==> src/rtl/mem_arb_pkg.sv <==
// Shared types and constants for the memory port arbiter.
package mem_arb_pkg;

  typedef enum logic [1:0] {IDLE, BUSY, RESP} arb_state_t;
  typedef enum logic {OWN_IF, OWN_DM} owner_t;

  localparam logic [3:0] WEB_READ = 4'b1111;

endpackage

==> src/rtl/mem_port_arbiter_if.sv <==
// Pipeline/memory-side bus of the memory port arbiter; slave = arbiter, master = pipeline and memory wrapper.
interface mem_port_arbiter_if #(
  parameter int ADDR_W = 32,
  parameter int DATA_W = 32
);
  logic              if_req;
  logic [ADDR_W-1:0] if_addr;
  logic              if_gnt;
  logic              if_rvalid;
  logic [DATA_W-1:0] if_rdata;

  logic              dm_req;
  logic [3:0]        dm_web;
  logic [ADDR_W-1:0] dm_addr;
  logic [DATA_W-1:0] dm_wdata;
  logic              dm_gnt;
  logic              dm_rvalid;
  logic [DATA_W-1:0] dm_rdata;

  logic              mem_cs;
  logic              mem_oe;
  logic [3:0]        mem_web;
  logic [ADDR_W-1:0] mem_addr;
  logic [DATA_W-1:0] mem_di;
  logic [DATA_W-1:0] mem_do;

  logic              pipe_stall;
  logic [31:0]       perf_if_cnt;
  logic [31:0]       perf_dm_cnt;
  logic [31:0]       perf_conf_cnt;

  modport slave (
    input  if_req, if_addr, dm_req, dm_web, dm_addr, dm_wdata, mem_do,
    output if_gnt, if_rvalid, if_rdata, dm_gnt, dm_rvalid, dm_rdata,
           mem_cs, mem_oe, mem_web, mem_addr, mem_di, pipe_stall,
           perf_if_cnt, perf_dm_cnt, perf_conf_cnt
  );

  modport master (
    output if_req, if_addr, dm_req, dm_web, dm_addr, dm_wdata, mem_do,
    input  if_gnt, if_rvalid, if_rdata, dm_gnt, dm_rvalid, dm_rdata,
           mem_cs, mem_oe, mem_web, mem_addr, mem_di, pipe_stall,
           perf_if_cnt, perf_dm_cnt, perf_conf_cnt
  );
endinterface

==> src/rtl/arb_wait_cnt.sv <==
// Loadable down-counter with zero flag; times the memory wait states of one access.
module arb_wait_cnt #(
  parameter int W = 4
) (
  input  logic         clk,
  input  logic         rst,
  input  logic         load,
  input  logic         dec,
  input  logic [W-1:0] load_val,
  output logic         zero
);
  logic [W-1:0] cnt;

  always_ff @(posedge clk) begin
    if (rst) begin
      cnt <= '0;
    end else if (load) begin
      cnt <= load_val;
    end else if (dec && (cnt != '0)) begin
      cnt <= cnt - 1'b1;
    end
  end

  assign zero = (cnt == '0);
endmodule

==> src/rtl/mem_port_arbiter.sv <==
// Shares one single-port memory between the IF fetch port and the MEM data port.
// Optional performance counters are built when MEMARB_PERF_CNT_EN is defined.
module mem_port_arbiter
  import mem_arb_pkg::*;
#(
  parameter int ADDR_W     = 32,
  parameter int DATA_W     = 32,
  parameter int MEM_LAT    = 2,
  parameter int STARVE_MAX = 4
) (
  input logic               clk,
  input logic               rst,
  mem_port_arbiter_if.slave bus
);
  arb_state_t        state;
  owner_t            owner;
  logic [ADDR_W-1:0] lat_addr;
  logic [3:0]        lat_web;
  logic [DATA_W-1:0] lat_wdata;
  logic [3:0]        starve_cnt;
  logic              if_rvalid_q;
  logic              dm_rvalid_q;
  logic [DATA_W-1:0] if_rdata_q;
  logic [DATA_W-1:0] dm_rdata_q;
  logic              mem_cs_q;
  logic              mem_oe_q;
  logic [3:0]        mem_web_q;

  logic gnt_slot;
  logic if_starved;
  logic if_gnt;
  logic dm_gnt;
  logic gnt_any;
  logic wait_zero;

  always_comb begin
    gnt_slot   = !rst && ((state == IDLE) || (state == RESP));
    if_starved = bus.if_req && (starve_cnt == 4'(STARVE_MAX));
    dm_gnt     = gnt_slot && bus.dm_req && !if_starved;
    if_gnt     = gnt_slot && bus.if_req && !dm_gnt;
    gnt_any    = if_gnt || dm_gnt;
  end

  arb_wait_cnt #(.W(4)) u_wait_cnt (
    .clk      (clk),
    .rst      (rst),
    .load     (gnt_any),
    .dec      (state == BUSY),
    .load_val (4'(MEM_LAT - 1)),
    .zero     (wait_zero)
  );

  // Memory controls are registered from the next-state decision so they
  // are high exactly in the BUSY cycles, even across a RESP->BUSY grant.
  always_ff @(posedge clk) begin
    if (rst) begin
      state       <= IDLE;
      owner       <= OWN_IF;
      lat_addr    <= '0;
      lat_web     <= WEB_READ;
      lat_wdata   <= '0;
      starve_cnt  <= '0;
      if_rvalid_q <= 1'b0;
      dm_rvalid_q <= 1'b0;
      if_rdata_q  <= '0;
      dm_rdata_q  <= '0;
      mem_cs_q    <= 1'b0;
      mem_oe_q    <= 1'b0;
      mem_web_q   <= WEB_READ;
    end else begin
      if_rvalid_q <= 1'b0;
      dm_rvalid_q <= 1'b0;
      case (state)
        IDLE, RESP: begin
          if (gnt_any) begin
            state     <= BUSY;
            owner     <= dm_gnt ? OWN_DM : OWN_IF;
            lat_addr  <= dm_gnt ? bus.dm_addr : bus.if_addr;
            lat_web   <= dm_gnt ? bus.dm_web : WEB_READ;
            lat_wdata <= dm_gnt ? bus.dm_wdata : '0;
            mem_cs_q  <= 1'b1;
            mem_oe_q  <= dm_gnt ? (bus.dm_web == WEB_READ) : 1'b1;
            mem_web_q <= dm_gnt ? bus.dm_web : WEB_READ;
          end else begin
            state     <= IDLE;
            mem_cs_q  <= 1'b0;
            mem_oe_q  <= 1'b0;
            mem_web_q <= WEB_READ;
          end
        end
        BUSY: begin
          if (wait_zero) begin
            state     <= RESP;
            mem_cs_q  <= 1'b0;
            mem_oe_q  <= 1'b0;
            mem_web_q <= WEB_READ;
            if (owner == OWN_IF) begin
              if_rvalid_q <= 1'b1;
              if_rdata_q  <= bus.mem_do;
            end else begin
              dm_rvalid_q <= 1'b1;
              dm_rdata_q  <= (lat_web == WEB_READ) ? bus.mem_do : '0;
            end
          end
        end
        default: state <= IDLE;
      endcase

      if (if_gnt) begin
        starve_cnt <= '0;
      end else if (dm_gnt && bus.if_req && (starve_cnt != 4'(STARVE_MAX))) begin
        starve_cnt <= starve_cnt + 1'b1;
      end
    end
  end

  assign bus.if_gnt     = if_gnt;
  assign bus.dm_gnt     = dm_gnt;
  assign bus.if_rvalid  = if_rvalid_q;
  assign bus.dm_rvalid  = dm_rvalid_q;
  assign bus.if_rdata   = if_rdata_q;
  assign bus.dm_rdata   = dm_rdata_q;
  assign bus.mem_cs     = mem_cs_q;
  assign bus.mem_oe     = mem_oe_q;
  assign bus.mem_web    = mem_web_q;
  assign bus.mem_addr   = lat_addr;
  assign bus.mem_di     = lat_wdata;
  assign bus.pipe_stall = (bus.if_req & ~if_rvalid_q) | (bus.dm_req & ~dm_rvalid_q) |
                          ((state != IDLE) & ~(if_rvalid_q | dm_rvalid_q));

`ifdef MEMARB_PERF_CNT_EN
  logic [31:0] perf_if_q;
  logic [31:0] perf_dm_q;
  logic [31:0] perf_conf_q;

  always_ff @(posedge clk) begin
    if (rst) begin
      perf_if_q   <= '0;
      perf_dm_q   <= '0;
      perf_conf_q <= '0;
    end else begin
      if (if_gnt) perf_if_q <= perf_if_q + 1'b1;
      if (dm_gnt) perf_dm_q <= perf_dm_q + 1'b1;
      if (bus.if_req && bus.dm_req) perf_conf_q <= perf_conf_q + 1'b1;
    end
  end

  assign bus.perf_if_cnt   = perf_if_q;
  assign bus.perf_dm_cnt   = perf_dm_q;
  assign bus.perf_conf_cnt = perf_conf_q;
`else
  assign bus.perf_if_cnt   = '0;
  assign bus.perf_dm_cnt   = '0;
  assign bus.perf_conf_cnt = '0;
`endif

  // A pending (not yet granted) request must keep its address/data stable.
  a_if_hold: assert property (@(posedge clk) disable iff (rst)
    ($past(bus.if_req && !bus.if_gnt) && bus.if_req) |-> $stable(bus.if_addr));
  a_dm_hold: assert property (@(posedge clk) disable iff (rst)
    ($past(bus.dm_req && !bus.dm_gnt) && bus.dm_req) |->
      ($stable(bus.dm_addr) && $stable(bus.dm_web) && $stable(bus.dm_wdata)));

endmodule
==> src/flat_wrapper.sv <==
// flat-port wrapper written by rule: the top's interface ports become plain ports
module mem_port_arbiter_flat import mem_arb_pkg::*;
#(
  parameter int ADDR_W     = 32,
  parameter int DATA_W     = 32,
  parameter int MEM_LAT    = 2,
  parameter int STARVE_MAX = 4
)
  (clk, rst, bus_if_req, bus_if_addr, bus_dm_req, bus_dm_web, bus_dm_addr, bus_dm_wdata, bus_mem_do, bus_if_gnt, bus_if_rvalid, bus_if_rdata, bus_dm_gnt, bus_dm_rvalid, bus_dm_rdata, bus_mem_cs, bus_mem_oe, bus_mem_web, bus_mem_addr, bus_mem_di, bus_pipe_stall, bus_perf_if_cnt, bus_perf_dm_cnt, bus_perf_conf_cnt);
  mem_port_arbiter_if #(.ADDR_W(ADDR_W), .DATA_W(DATA_W)) bus_i ();
  input logic clk;
  input logic rst;
  input wire logic [$bits(bus_i.if_req)-1:0] bus_if_req;
  input wire logic [$bits(bus_i.if_addr)-1:0] bus_if_addr;
  input wire logic [$bits(bus_i.dm_req)-1:0] bus_dm_req;
  input wire logic [$bits(bus_i.dm_web)-1:0] bus_dm_web;
  input wire logic [$bits(bus_i.dm_addr)-1:0] bus_dm_addr;
  input wire logic [$bits(bus_i.dm_wdata)-1:0] bus_dm_wdata;
  input wire logic [$bits(bus_i.mem_do)-1:0] bus_mem_do;
  output wire logic [$bits(bus_i.if_gnt)-1:0] bus_if_gnt;
  output wire logic [$bits(bus_i.if_rvalid)-1:0] bus_if_rvalid;
  output wire logic [$bits(bus_i.if_rdata)-1:0] bus_if_rdata;
  output wire logic [$bits(bus_i.dm_gnt)-1:0] bus_dm_gnt;
  output wire logic [$bits(bus_i.dm_rvalid)-1:0] bus_dm_rvalid;
  output wire logic [$bits(bus_i.dm_rdata)-1:0] bus_dm_rdata;
  output wire logic [$bits(bus_i.mem_cs)-1:0] bus_mem_cs;
  output wire logic [$bits(bus_i.mem_oe)-1:0] bus_mem_oe;
  output wire logic [$bits(bus_i.mem_web)-1:0] bus_mem_web;
  output wire logic [$bits(bus_i.mem_addr)-1:0] bus_mem_addr;
  output wire logic [$bits(bus_i.mem_di)-1:0] bus_mem_di;
  output wire logic [$bits(bus_i.pipe_stall)-1:0] bus_pipe_stall;
  output wire logic [$bits(bus_i.perf_if_cnt)-1:0] bus_perf_if_cnt;
  output wire logic [$bits(bus_i.perf_dm_cnt)-1:0] bus_perf_dm_cnt;
  output wire logic [$bits(bus_i.perf_conf_cnt)-1:0] bus_perf_conf_cnt;
  assign bus_i.if_req = bus_if_req;
  assign bus_i.if_addr = bus_if_addr;
  assign bus_i.dm_req = bus_dm_req;
  assign bus_i.dm_web = bus_dm_web;
  assign bus_i.dm_addr = bus_dm_addr;
  assign bus_i.dm_wdata = bus_dm_wdata;
  assign bus_i.mem_do = bus_mem_do;
  assign bus_if_gnt = bus_i.if_gnt;
  assign bus_if_rvalid = bus_i.if_rvalid;
  assign bus_if_rdata = bus_i.if_rdata;
  assign bus_dm_gnt = bus_i.dm_gnt;
  assign bus_dm_rvalid = bus_i.dm_rvalid;
  assign bus_dm_rdata = bus_i.dm_rdata;
  assign bus_mem_cs = bus_i.mem_cs;
  assign bus_mem_oe = bus_i.mem_oe;
  assign bus_mem_web = bus_i.mem_web;
  assign bus_mem_addr = bus_i.mem_addr;
  assign bus_mem_di = bus_i.mem_di;
  assign bus_pipe_stall = bus_i.pipe_stall;
  assign bus_perf_if_cnt = bus_i.perf_if_cnt;
  assign bus_perf_dm_cnt = bus_i.perf_dm_cnt;
  assign bus_perf_conf_cnt = bus_i.perf_conf_cnt;
  mem_port_arbiter #(.ADDR_W(ADDR_W), .DATA_W(DATA_W), .MEM_LAT(MEM_LAT), .STARVE_MAX(STARVE_MAX)) u_core (.clk(clk), .rst(rst), .bus(bus_i));
endmodule
==> config.mk <==
export PLATFORM = sky130hd
export DESIGN_NAME = mem_port_arbiter_flat
export DESIGN_NICKNAME = d
export VERILOG_FILES = /design/src/rtl/mem_arb_pkg.sv /design/src/rtl/mem_port_arbiter_if.sv /design/src/rtl/arb_wait_cnt.sv /design/src/rtl/mem_port_arbiter.sv /design/src/flat_wrapper.sv
export SDC_FILE = /design/constraint.sdc
export NUM_CORES = 1
export LEC_CHECK = 0
export BUFFER_PORTS_ARGS = -buffer_cell sky130_fd_sc_hd__buf_2
export CAP_MARGIN = 20
export CELL_PAD_IN_SITES_DETAIL_PLACEMENT = 1
export CELL_PAD_IN_SITES_GLOBAL_PLACEMENT = 1
export CORE_UTILIZATION = 27
export DETAILED_ROUTE_END_ITERATION = 8
export PLACE_DENSITY = 0.87
export SLEW_MARGIN = 25
export SYNTH_ARGS = -nofsm -noshare
export SYNTH_HDL_FRONTEND = slang
export SYNTH_SLANG_ARGS = --single-unit
export TNS_END_PERCENT = 30
==> constraint.sdc <==
create_clock -name clk -period 1.95 [get_ports clk]
set_clock_uncertainty 0.15 [all_clocks]
set_input_delay 0.39 -clock clk [delete_from_list [all_inputs] [get_ports clk]]
set_output_delay 0.39 -clock clk [all_outputs]
set_load 0.05 [all_outputs]
== Word level (Yosys, flattened, before mapping) ==
Index checks and enable logic that the tools add are counted.
Word-level totals
  register bits after elaboration: 151
  bits of input ports: 136
  output and inout port bits: 235
Cells by class
  $add $sub $neg: 2
  equality and inequality tests: 7
  muxes and demuxes: 21
  bitwise operators: 12
  reductions and logical operators: 28
Operators by type and width (number)
  $mux 32: 3
  $mux 4: 3
  $mux 1: 10
  $logic_and 1x1->1: 9
  $eq 4x4->1 const B: 2
  $pmux 4 s2: 1
  $not 1->1: 6
  $reduce_and 3->1: 2
  $reduce_bool 2->1: 3
  $reduce_or 2->1: 3
  $add 4x1->4 const B: 1
  $eq 4x3->1 const B: 1
  $logic_not 4->1: 1
  $ne 4x3->1 const B: 1
  $pmux 1 s2: 2
  $pmux 2 s2: 1
  $reduce_and 2->1: 2
  $reduce_bool 4->1: 1
  $sub 4x1->4 const B: 1
  $and 1x1->1: 3
  $logic_not 1->1: 3
  $or 1x1->1: 3
  $reduce_or 3->1: 1
  $eq 2x1->1 const B: 1
  other kinds (5): 6

== Depth between registers and ports, before layout ==
Gate-level depths: netlist of run 1.
  depth in word-level cells: 10
  gate-level depth with buffers: 8

== By module ==
From an unflattened synthesis of run 1, not the netlist that was laid out.
Unflattened totals
  cell total of the unflattened synthesis: 843
  area, all modules: 6917.9 um^2
Modules (own cells, without submodules)
  mem_port_arbiter: instances 1, cells each 814, area an instance 6655.1 um^2, seq. area each 2942.8 um^2
  arb_wait_cnt: instances 1, cells each 29, area an instance 262.8 um^2, seq. area each 80.1 um^2

== Worst setup path before layout of run 1 ==
Ideal clock, no wire load.
  path type: input to output
  start point: input port rst
  end point: output port bus_if_gnt
  arrival time: 1.885 ns
  slack: -0.475 ns
  cell stages on the path: 3
  path buffers: 2
  cell sequence: clkbuf_1 clkbuf_1 a211oi_1
Between the ends
  cells in the longest elaborated chain, start to end: 6
Ends and longest elaborated chain
  from (decl): line flat_wrapper.sv:12  | input logic rst;
  $logic_not 1->1 *: line mem_port_arbiter.sv:37  | gnt_slot = !rst && ((state == IDLE) || (state == RESP));
  $logic_and 1x1->1 *: line mem_port_arbiter.sv:37
  $logic_and 1x1->1 (2 in series): line mem_port_arbiter.sv:39  | dm_gnt = gnt_slot && bus.dm_req && !if_starved;
  $logic_not 1->1: line mem_port_arbiter.sv:40  | if_gnt = gnt_slot && bus.if_req && !dm_gnt;
  $logic_and 1x1->1 *: line mem_port_arbiter.sv:40
  to (decl): line flat_wrapper.sv:20  | output wire logic [$bits(bus_i.if_gnt)-1:0] bus_if_gnt;
Every way passes the cells marked *; elsewhere a longest branch is shown, timed or not.

== Worst setup path after layout of run 1 ==
  start point: register u_core.u_wait_cnt.cnt[0]
  end point: register u_core.if_rdata_q[18], in the netlist u_core.bus.if_rdata[18]
Between the ends
  cells in the longest elaborated chain, start to end: 2
Ends and longest elaborated chain
  from (decl): line arb_wait_cnt.sv:12  | logic [W-1:0] cnt;
  from (signal assigned): line arb_wait_cnt.sv:18  | cnt <= load_val;
  from (signal assigned): line arb_wait_cnt.sv:20  | cnt <= cnt - 1'b1;
  $logic_not 4->1: line arb_wait_cnt.sv:24  | assign zero = (cnt == '0);
  $reduce_and 3->1 (no source line)
  to (signal assigned): line mem_port_arbiter.sv:99  | if_rdata_q <= bus.mem_do;
  to (decl): line mem_port_arbiter.sv:23  | logic [DATA_W-1:0] if_rdata_q;
Every way passes these cells.
A chain may end at the register's enable or synchronous reset.

==> results.md, run 1 <==
- Seq/Total Area, Yosys: 49.3%
- Die W: 153 µm
- Vias in the first global route: 5630
- Post-synthesis xor/xnor area fraction: 0.286%
- Placed insts: 1196
- Drt total wl: 21500 µm
- Port bufs: 274
- Slowest CP cell: or4b_4
- CP cell instances: inv_2 > ha_4 > or4b_4 > or3_4 > clkbuf_16 > nand2_1 > a21oi_1
- Compound-Gate Fraction of Synth Area: 17.8%
- Fin crit period: 2.09 ns
- Avg Synthesized Cell Area: 9.15 µm²
- Post-route ant nets: 0
- Max-Cap Viols: 0
- Die height: 153 µm
- Die Footprint: 23300 µm²
- Status: finished with violations
- Residual DRC count: 18
- Static Leak: 0.00414 µW
- Final setup viols: 35
- Initial antenna violation count: 1
- Clk Latency, worst-skew pair: 0.42 ns
- IO Count: 371
- Largest family of logic cells by synthesized area: compound AO/OA/AOI/OAI gates
- Nets: 1086
- Post-Synthesis Cells: 670
- Starting Density: 27.8%
- Gp weighted congestion: 0.818
- Worst setup margin: -0.144 ns
- Failing checks: design-rule violations, negative setup slack
- Max frequency: 478 MHz
- Critical path's largest stage delay: 0.47 ns
- Mux cell area share after synthesis: 0.347%
- Synth warn: 0
- Max H-tree Level: 4
- Clk buf depth: 2
- Post-synth cell types: 42
- Layout cells sized above 1: 41.0%
- Tot GR Track Use: 17.1%
- CTS tree: done
- Most common cell after layout, fill and taps aside: buf_2
- WP buf/inv: 2
- Multi-input gate area in the final layout: 2710 µm²
- Syn-to-layout area delta: 39.3%
- Max VDD drop: 0.000417 V
- Crit path kind: register to register
- TritonCTS buffer count: 17
- Floorplan row count: 54
- Initial DRC Count: 296
- Worst-Margin Slew: 0.594 ns
- Post-Syn Area: 6130 µm²
- 1st-pass router iterations: 7
- First-pass GRT wire length: 31300 µm
- Pin count of the biggest net entering global routing: 51
- Slew Limit Fails: 0
- Critical Path End Type: register
- Crit Path Max Fanout: 16
- Core area: 22000 µm²
- Commonest cells after routing, fill and taps aside: buf_2, dfxtp_1, conb_1
- Post-synthesis adder-cell area fraction: 0.612%
- Unrepaired setup endpoints after global routing: yes
- Hold_ws: 0.0296 ns
- Fin cells: 1241
- Total number of vias: 5722
- Yosys reg bits: 151
- Min-delay worst type: input pin to register
- Root buf cell: clkbuf_16
- Num Clock Sinks: 151
- Filler cell count in the final layout: 2638
- WL/cell: 17.3 µm
- Top delay family on crit path: simple AND/OR/NAND/NOR gates
- Storage element area: 3030 µm²
- Final period utilization: 107%
- CP startpoint kind: register
- Synth Area in Simple Gates: 15.6%
- Slew HR: 60.4%
- Vias per cell: 4.61
- Gr ovfl total: 0
- CP Data Arrival Time: 2.22 ns
- Fin. Hold Viols: 0
- CTS clk-pin slew, worst paths: 0.07 ns
- CP required: 2.08 ns
- PwrDens: 1050 nW/µm²
- Post-DP HPWL: 14800 µm
power by group:
| group | total [µW] | internal, µW | switching [µW] |
|---|---|---|---|
| clock network | 3100 | 1660 | 1440 |
| registers | 3450 | 3310 | 143 |
| logic | 2450 | 665 | 1790 |
per-layer routing:
layer  GRT usage, %  routed length, µm
met3           4.04               1160
met5              0                  0
met2           28.9              11000
met4           7.84                491
met1           20.4               8860
path summary, 6_finish.rpt:
| path | end | cells past startpoint | start | slack [ns] |
|---|---|---|---|---|
| max reg2reg | u_core.bus.if_rdata[18] | 7 | u_core.u_wait_cnt.cnt[0] | -0.14 |
| max | u_core.bus.if_rdata[18] | 7 | u_core.u_wait_cnt.cnt[0] | -0.14 |
| min reg2reg | u_core.bus.dm_rdata[23] | 2 | u_core.bus.dm_rdata[23] | 0.30 |
| min | u_core.bus.mem_addr[25] | 2 | bus_dm_addr[25] | 0.03 |
state kept, by name, indices dropped and copies added (netlist names):
| register | cells |
|---|---|
| u_core.bus.if_rdata | 32 |
| u_core.starve_cnt | 4 |
| u_core.bus.if_rvalid | 1 |
| u_core.bus.mem_di | 32 |
| u_core.state | 2 |
| u_core.lat_web | 4 |
| u_core.bus.mem_addr | 32 |
| u_core.bus.mem_oe | 1 |
| u_core.owner | 1 |
| u_core.bus.mem_cs | 1 |
| u_core.bus.mem_web | 4 |
| u_core.bus.dm_rdata | 32 |
| u_core.bus.dm_rvalid | 1 |
| u_core.u_wait_cnt.cnt | 4 |
metrics by stage:
| step | power, µW | utilization (%) | instance area [µm²] | TNS, ns | setup slack (ns) |
|---|---|---|---|---|---|
| 5_1_grt | 9390 | 38.8 | 8540 | -5.18 | -0.200 |
| 4_1_cts | 8920 | 37.2 | 8200 | -2.32 | -0.137 |
| 3_3_place_gp | 5720 | 34.4 | 7580 | -1.04 | -0.0397 |
| 2_1_floorplan | 5280 | - | 6520 | -1.11 | -0.0369 |
| 3_5_place_dp | 5760 | 34.4 | 7580 | -3.35 | -0.105 |
| 6_report | 9010 | 38.8 | 8540 | -3.14 | -0.144 |
cell families (layout without fill, tap and decap cells):
kind of cell    Yosys count  after routing
xor+xnor                  2              2
compound gates          153            153
buf+inv                 156            351
flops                   151            151
mux                       2              2
simple gates            202            202
fa+ha+maj                 3              3
other cells               1             97
final cells by class:
type / instances / share of cell area [%]
clock buffer: 17 / 4.98
sequential: 151 / 35.5
inverter: 9 / 0.396
timing repair buffer: 310 / 21.9
multi-input combinational: 458 / 31.7
antenna: 1 / 0.0293
clock inverter: 15 / 1.41
tap: 280 / 4.10
Yosys cell counts, drive strengths merged:
cell type,instances,share of area [%]
clkbuf,34,2.1
o22a,8,1.1
or2,1,0.10
a31oi,1,0.10
o22ai,2,0.20
xnor2,1,0.14
o211ai,1,0.12
nor2b,2,0.20
buf,113,13
mux2,1,0.18
or3,2,0.20
nand4b,2,0.29
a41oi,1,0.14
a211oi,1,0.12
nor3b,1,0.12
nor3,4,0.41
o21ai,5,0.41
ha,3,0.61
nand3b,1,0.12
a22o,32,4.6
a21o,1,0.12
dfxtp,151,49
or3b,1,0.14
conb,1,0.061
inv,9,0.55
or4b,1,0.22
nor4b,1,0.14
and4,1,0.14
a21oi,68,5.6
and3,33,3.4
mux2i,1,0.16
a22oi,1,0.12
nand2,101,6.2
nand3,36,2.9
a221o,32,5.2
nor2,14,0.86
nand2b,1,0.10
xor2,1,0.14
worst register-to-register path: cells and delay by family, from the launching register on:
family                     cells  cell delay, ns
adders and majority gates      1            0.14
DFF                            1            0.33
AOI/OAI and AO/OA              1            0.08
and+or+nand+nor                3            0.98
buffers and inverters          2            0.28
timing repair:
item | in CTS | in global routing
pin swaps | 3 | 22
setup endpoints to repair | 73 | 38
hold buffers | 0 | 0
gates cloned | 0 | 6
buffers inserted | 3 | 3
resized for setup | 16 | 49
No activity file was read; power rests on OpenSTA's default activity.
==> inputs of run 2 (changes only) <==
--- a/config.mk
+++ b/config.mk
@@ -9,9 +9,10 @@
 export CAP_MARGIN = 20
 export CELL_PAD_IN_SITES_DETAIL_PLACEMENT = 1
 export CELL_PAD_IN_SITES_GLOBAL_PLACEMENT = 1
-export CORE_UTILIZATION = 27
+export CORE_AREA = 2 2 144 146
 export DETAILED_ROUTE_END_ITERATION = 8
-export PLACE_DENSITY = 0.87
+export DIE_AREA = 0 0 146 148
+export PLACE_DENSITY = 0.93
 export SLEW_MARGIN = 25
 export SYNTH_ARGS = -nofsm -noshare
 export SYNTH_HDL_FRONTEND = slang
==> constraint.sdc (replaced) <==
create_clock -name clk -period 2.71 [get_ports clk]
set_clock_uncertainty 0.15 [all_clocks]
set_input_delay 0.542 -clock clk [delete_from_list [all_inputs] [get_ports clk]]
set_output_delay 0.542 -clock clk [all_outputs]
set_load 0.05 [all_outputs]
==> results.md, run 2 (synthesis gave the netlist of run 1 again) <==
- Multi-input gate area in the final layout: 2510 µm² (-7.4%)
- Fin cells: 1207 (-2.7%)
- Clk Latency, worst-skew pair: 0.41 ns (about the same)
- Fin. Hold Viols: 0 (unchanged)
- Post-DP HPWL: 14400 µm (-2.6%)
- Max VDD drop: 0.000337 V (-19%)
- Gr ovfl total: 0 (unchanged)
- Max Used Layer: met5
- Total number of vias: 5597 (-2.2%)
- Max H-tree Level: 4 (unchanged)
- Post-route ant nets: 0 (unchanged)
- Syn-to-layout area delta: 30.0%
- Placement Cell Area: 7380 µm² (-2.7%)
- Slew Limit Fails: 0 (unchanged)
- First-pass GRT wire length: 30800 µm (-1.7%)
- Clk buf depth: 2 (unchanged)
- Max frequency: 388 MHz
- WL/cell: 16.4 µm (-5.2%)
- Port bufs: 274 (unchanged)
- Final period utilization: 95.1%
- Vias in the first global route: 5736 (+1.9%)
- Storage element area: 3020 µm² (-0.33%)
- Gp weighted congestion: 0.741 (-9.4%)
- Filler cell count in the final layout: 2454 (-7.0%)
- R2R depth: 7 (unchanged)
- Pin count of the biggest net entering global routing: 66 (+29%)
- Placed insts: 1174 (-1.8%)
- FF-to-FF setup slack: 0.48 ns (+0.62 ns)
- Nets: 1062 (-2.2%)
- WL met3: 1430 µm (+23%)
- Static Leak: 0.00389 µW (-6.1%)
- Initial antenna violation count: 1 (unchanged)
- TritonCTS buffer count: 17 (unchanged)
- Crit Path Max Fanout: 12 (-4)
- Hold Path End: u_core.bus.mem_addr[31]
- CP required: 2.02 ns (-0.06 ns)
- Critical Path End Type: output port
- CTS Hold Bufs: 0 (unchanged)
- Starting Density: 30.6% (+2.8 points)
- Layout cells sized above 1: 34.9% (-6.1 points)
- Status: complete, no violations
- Num Clock Sinks: 151 (unchanged)
- Unrepaired setup endpoints after global routing: no
- Worst setup margin: 0.133 ns (+0.277 ns)
- Total negative setup slack: 0 ns (+3.14 ns)
- CP Data Arrival Time: 1.89 ns (-0.33 ns)
- Drt total wl: 19800 µm (-7.8%)
- Crit path kind: register to output port
- Hold Startpoint: bus_dm_addr[31]
- CP startpoint kind: register
- Initial DRC Count: 201 (-32%)
- IO Count: 371 (unchanged)
- Floorplan row count: 52 (-3.7%)
- Vias per cell: 4.64 (+0.57%)
- Tot GR Track Use: 17.8% (+0.74 points)
- CTS tree: done
- WHS Path Cells: 2 (unchanged)
- Met1 wire length: 7650 µm (-14%)
- Dpl ws: 0.446 ns (+0.551 ns)
- Worst-Margin Slew: 0.631 ns (+0.0372 ns)
- Die Footprint: 21600 µm² (-7.3%)
- Min-delay worst type: input pin to register
- Die height: 148 µm (-3.1%)
- Utilization after layout: 39.8% (+0.99 points)
- Fin crit period: 2.58 ns
- Max-Cap Viols: 0 (unchanged)
- Commonest cells after routing, fill and taps aside: buf_2, dfxtp_1, nand2_1
- Residual DRC count: 0 (-18)
- 1st-pass router iterations: 4 (-3)
- CTS clk-pin slew, worst paths: 0.07 ns (about the same)
- Final setup viols: 0 (-100%)
- Core area: 20000 µm² (-9.0%)
- Root buf cell: clkbuf_16
- PwrDens: 806 nW/µm² (-24%)
- WL met2: 10300 µm (-6.2%)
- Slew HR: 57.5% (-2.9 points)
- Worst R2R Start: u_core.u_wait_cnt.cnt[0]
- Fin area: 7970 µm² (-6.7%)
- Die W: 146 µm (-4.4%)
- FF-to-FF End: u_core.bus.if_rdata[3]
- Most common cell after layout, fill and taps aside: buf_2
-- run 2: cell count changes in the layout (fill, tap and decap cells not counted), sizes merged --
cell,change
buf,-19
bufinv,+1
clkbuf,-4
clkinv,-6
inv,+4
-- run 2: worst max path at each step --
stage	from	to	slack (ns)	depth (start not counted)
2_1_floorplan	rst	bus_dm_gnt	0.16	6
3_5_place_dp	rst	bus_dm_gnt	0.45	5
4_1_cts	u_core.starve_cnt[0]	bus_dm_gnt	0.04	6
3_3_place_gp	bus_if_req	bus_dm_gnt	0.47	5
5_1_grt	u_core.starve_cnt[0]	bus_dm_gnt	0.02	6
6_report	u_core.starve_cnt[0]	bus_dm_gnt	0.13	6
-- run 2: metal layers --
layer	vias to the layer above	track usage [%]
li1	2651	-
met1	2675	20.0
met2	236	32.4
met3	33	5.09
met4	2	6.12
met5	-	0
-- run 2: worst max-delay path, stage by stage, from the launching register on --
cell      delay (ns)
dfxtp_1         0.36
inv_1           0.08
ha_1            0.21
nand4b_1        0.13
nand3_1         0.18
inv_4           0.20
buf_2           0.30
-- run 2: power by group --
group / internal [µW] / switching (µW)
combinational: 345 / 1220
clock: 1330 / 1050
sequential: 2380 / 87.2
total: 4060 / 2360
-- run 2: repair_timing --
action,CTS,global route
setup buffers,0,0
setup endpoints to repair,0,1
resized for setup,0,1
-- run 2: per-stage QoR --
stage | hold slack (ns) | total power [µW]
floorplan | 0.279 | 3790
global placement | 0.285 | 4040
detailed placement | 0.292 | 4080
CTS | 0.174 | 6490
global route | 0.173 | 6700
finish | 0.189 | 6420
-- run 2: cell type report --
| type | count | area share, % |
|---|---|---|
| timing repair buffer | 286 | 18.5 |
| clock inverter | 14 | 1.87 |
| inverter | 9 | 0.455 |
| tap | 270 | 4.24 |
| sequential | 151 | 37.9 |
| clock buffer | 18 | 5.51 |
| antenna | 1 | 0.0314 |
| multi-input combinational | 458 | 31.5 |
==> inputs of run 3 (changes only) <==
--- a/config.mk
+++ b/config.mk
@@ -6,12 +6,13 @@
 export NUM_CORES = 1
 export LEC_CHECK = 0
 export BUFFER_PORTS_ARGS = -buffer_cell sky130_fd_sc_hd__buf_2
-export CAP_MARGIN = 20
+export CAP_MARGIN = 10
 export CELL_PAD_IN_SITES_DETAIL_PLACEMENT = 1
 export CELL_PAD_IN_SITES_GLOBAL_PLACEMENT = 1
 export CORE_AREA = 2 2 144 146
 export DETAILED_ROUTE_END_ITERATION = 8
 export DIE_AREA = 0 0 146 148
+export GPL_TIMING_DRIVEN = 0
 export PLACE_DENSITY = 0.93
 export SLEW_MARGIN = 25
 export SYNTH_ARGS = -nofsm -noshare
==> results.md, run 3 (synthesis gave the netlist of run 1 again) <==
- Top delay family on crit path: buffers and inverters
- Gp weighted congestion: 0.803 (+8.4%)
- Critical Path End Type: output port
- Vias in the first global route: 6520 (+14%)
- Dpl ws: -0.353 ns (-0.799 ns)
- Core area: 20000 µm² (unchanged)
- Max H-tree Level: 4 (unchanged)
- WHS Path Cells: 2 (unchanged)
- Total number of vias: 6096 (+8.9%)
- R2R depth: 8 (+1)
- Crit Path Max Fanout: 3 (-9)
- Syn-to-layout area delta: 44.7%
- CP Data Arrival Time: 1.91 ns (+0.02 ns)
- CTS tree: done
- Hold Path End: u_core.bus.mem_addr[29]
- Num Clock Sinks: 151 (unchanged)
- Fin area: 8870 µm² (+11%)
- Tot GR Track Use: 20.0% (+2.2 points)
- CP cell instances: inv_1 > ha_1 > nand4b_1 > buf_4 > a211oi_2 > buf_2
- Status: complete, no violations
- Floorplan row count: 52 (unchanged)
- Slew Limit Fails: 0 (unchanged)
- Placement Cell Area: 8200 µm² (+11%)
- Port bufs: 273 (-0.36%)
- Drt total wl: 22300 µm (+13%)
- Fin. Hold Viols: 0 (unchanged)
- Total power: 6760 µW (+5.3%)
- Utilization after layout: 44.3% (+4.5 points)
- Critical path's largest stage delay: 0.33 ns (-0.03 ns)
- TritonCTS buffer count: 17 (unchanged)
- WL/cell: 16.6 µm (+1.3%)
- Final period utilization: 96.2% (+1.1 points)
- Max-Cap Viols: 0 (unchanged)
- Slew HR: 43.0% (-14 points)
- First-pass GRT wire length: 34300 µm (+11%)
- Clk Latency, worst-skew pair: 0.41 ns (about the same)
- Residual DRC count: 0 (unchanged)
- CTS Hold Bufs: 0 (unchanged)
- Post-DP HPWL: 17600 µm (+23%)
- Worst R2R Start: u_core.u_wait_cnt.cnt[0]
- Post-route ant nets: 0 (unchanged)
- Commonest cells after routing, fill and taps aside: buf_2, dfxtp_1, nand2_1
- PwrDens: 762 nW/µm² (-5.4%)
- Fin crit period: 2.61 ns (+0.0288 ns)
- Filler cell count in the final layout: 2475 (+0.86%)
- Root buf cell: clkbuf_16
- Vias per cell: 4.54 (-2.0%)
- Nets: 1196 (+13%)
- Hold Startpoint: bus_dm_addr[29]
- Fin cells: 1342 (+11%)
- Max VDD drop: 0.000374 V (+11%)
- Worst-Margin Slew: 0.849 ns (+0.217 ns)
- Most common cell after layout, fill and taps aside: buf_2
- Gr ovfl total: 0 (unchanged)
- 1st-pass router iterations: 6 (+2)
- Final setup viols: 0 (unchanged)
- Slowest CP cell: dfxtp_1
- Min-delay worst type: input pin to register
- Max frequency: 384 MHz (-1.1%)
- Layout cells sized above 1: 39.3% (+4.4 points)
- Placed insts: 1308 (+11%)
- FF-to-FF setup slack: 0.27 ns (-0.21 ns)
- CTS clk-pin slew, worst paths: 0.07 ns (about the same)
- CP startpoint kind: register
- WP buf/inv: 3 (unchanged)
- IO Count: 371 (unchanged)
- Static Leak: 0.00448 µW (+15%)
- CP required: 2.02 ns (about the same)
- Starting Density: 30.6% (unchanged)
- Pin count of the biggest net entering global routing: 20 (-70%)
- Die height: 148 µm (unchanged)
- Die W: 146 µm (unchanged)
- FF-to-FF End: u_core.bus.dm_rdata[19]
- Clk buf depth: 2 (unchanged)
- Initial DRC Count: 199 (-1.0%)
- Die Footprint: 21600 µm² (unchanged)
- Initial antenna violation count: 2 (+1)
- Crit path kind: register to output port
- Worst setup margin: 0.104 ns (-0.0288 ns)
==> run 3: cell count changes in the layout (fill, tap and decap cells not counted), moves of 3 or more <==
cell / previous run / this run
bufinv_16: 1 / 4
buf_1: 0 / 4
inv_6: 6 / 3
buf_4: 11 / 97
buf_2: 274 / 280
clkbuf_1: 0 / 35
inv_8: 4 / 0
buf_6: 0 / 4
clkinv_4: 1 / 4
==> run 3: final cells by class <==
type                            count  area, µm²  area share, %
Sequential cell                   151       3020           34.1
Multi-Input combinational cell    458       2500           28.2
Timing Repair Buffer              274       1380           15.6
Buffer                            146        952           10.7
Clock buffer                       19        443           4.99
Tap cell                          270        338           3.81
Clock inverter                     13        194           2.19
Inverter                            9       33.8          0.381
Antenna cell                        2       5.00         0.0564
==> run 3: worst max path at each step <==
stage | end | cells past startpoint | start
2_1_floorplan | bus_dm_gnt | 6 | rst
3_3_place_gp | bus_dm_gnt | 7 | bus_if_req
3_5_place_dp | bus_dm_gnt | 7 | rst
4_1_cts | bus_dm_gnt | 7 | u_core.starve_cnt[0]
5_1_grt | bus_if_gnt | 6 | u_core.starve_cnt[0]
6_report | bus_if_gnt | 6 | u_core.starve_cnt[0]
==> run 3: what timing repair did <==
item	4_1_cts	5_1_grt
cloned	0	0
gates resized for setup	6	2
endpoints found under the setup margin	1	1
setup buffers	0	1
==> run 3: metrics by stage <==
step	TNS, ns	hold WS (ns)
global route	-0.00500	0.168
finish	0	0.191
CTS	0	0.170
floorplan	0	0.279
global placement	-0.262	0.285
detailed placement	-0.353	0.291
==> run 3: power by group <==
group,leakage (µW),switching [µW],internal [µW]
Clock,0.000309,994,1580
Combinational,0.00293,1260,456
Sequential,0.00124,85.4,2380
==> run 3: worst register-to-register path: stages, from the launching register on <==
cell,delay [ns]
dfxtp_1,0.32
inv_1,0.09
ha_1,0.24
nor4b_1,0.49
and3_1,0.23
clkbuf_1,0.26
buf_2,0.30
nand3_1,0.10
a21oi_1,0.19
==> run 3: per-layer routing <==
layer  wire, µm  vias to the layer above  GRT usage, %
met1       8220                     2870          20.4
met5          0                        -             0
met2      11900                      271          38.6
met4        548                        0          7.09
li1           -                     2913             -
met3       1640                       42          5.77
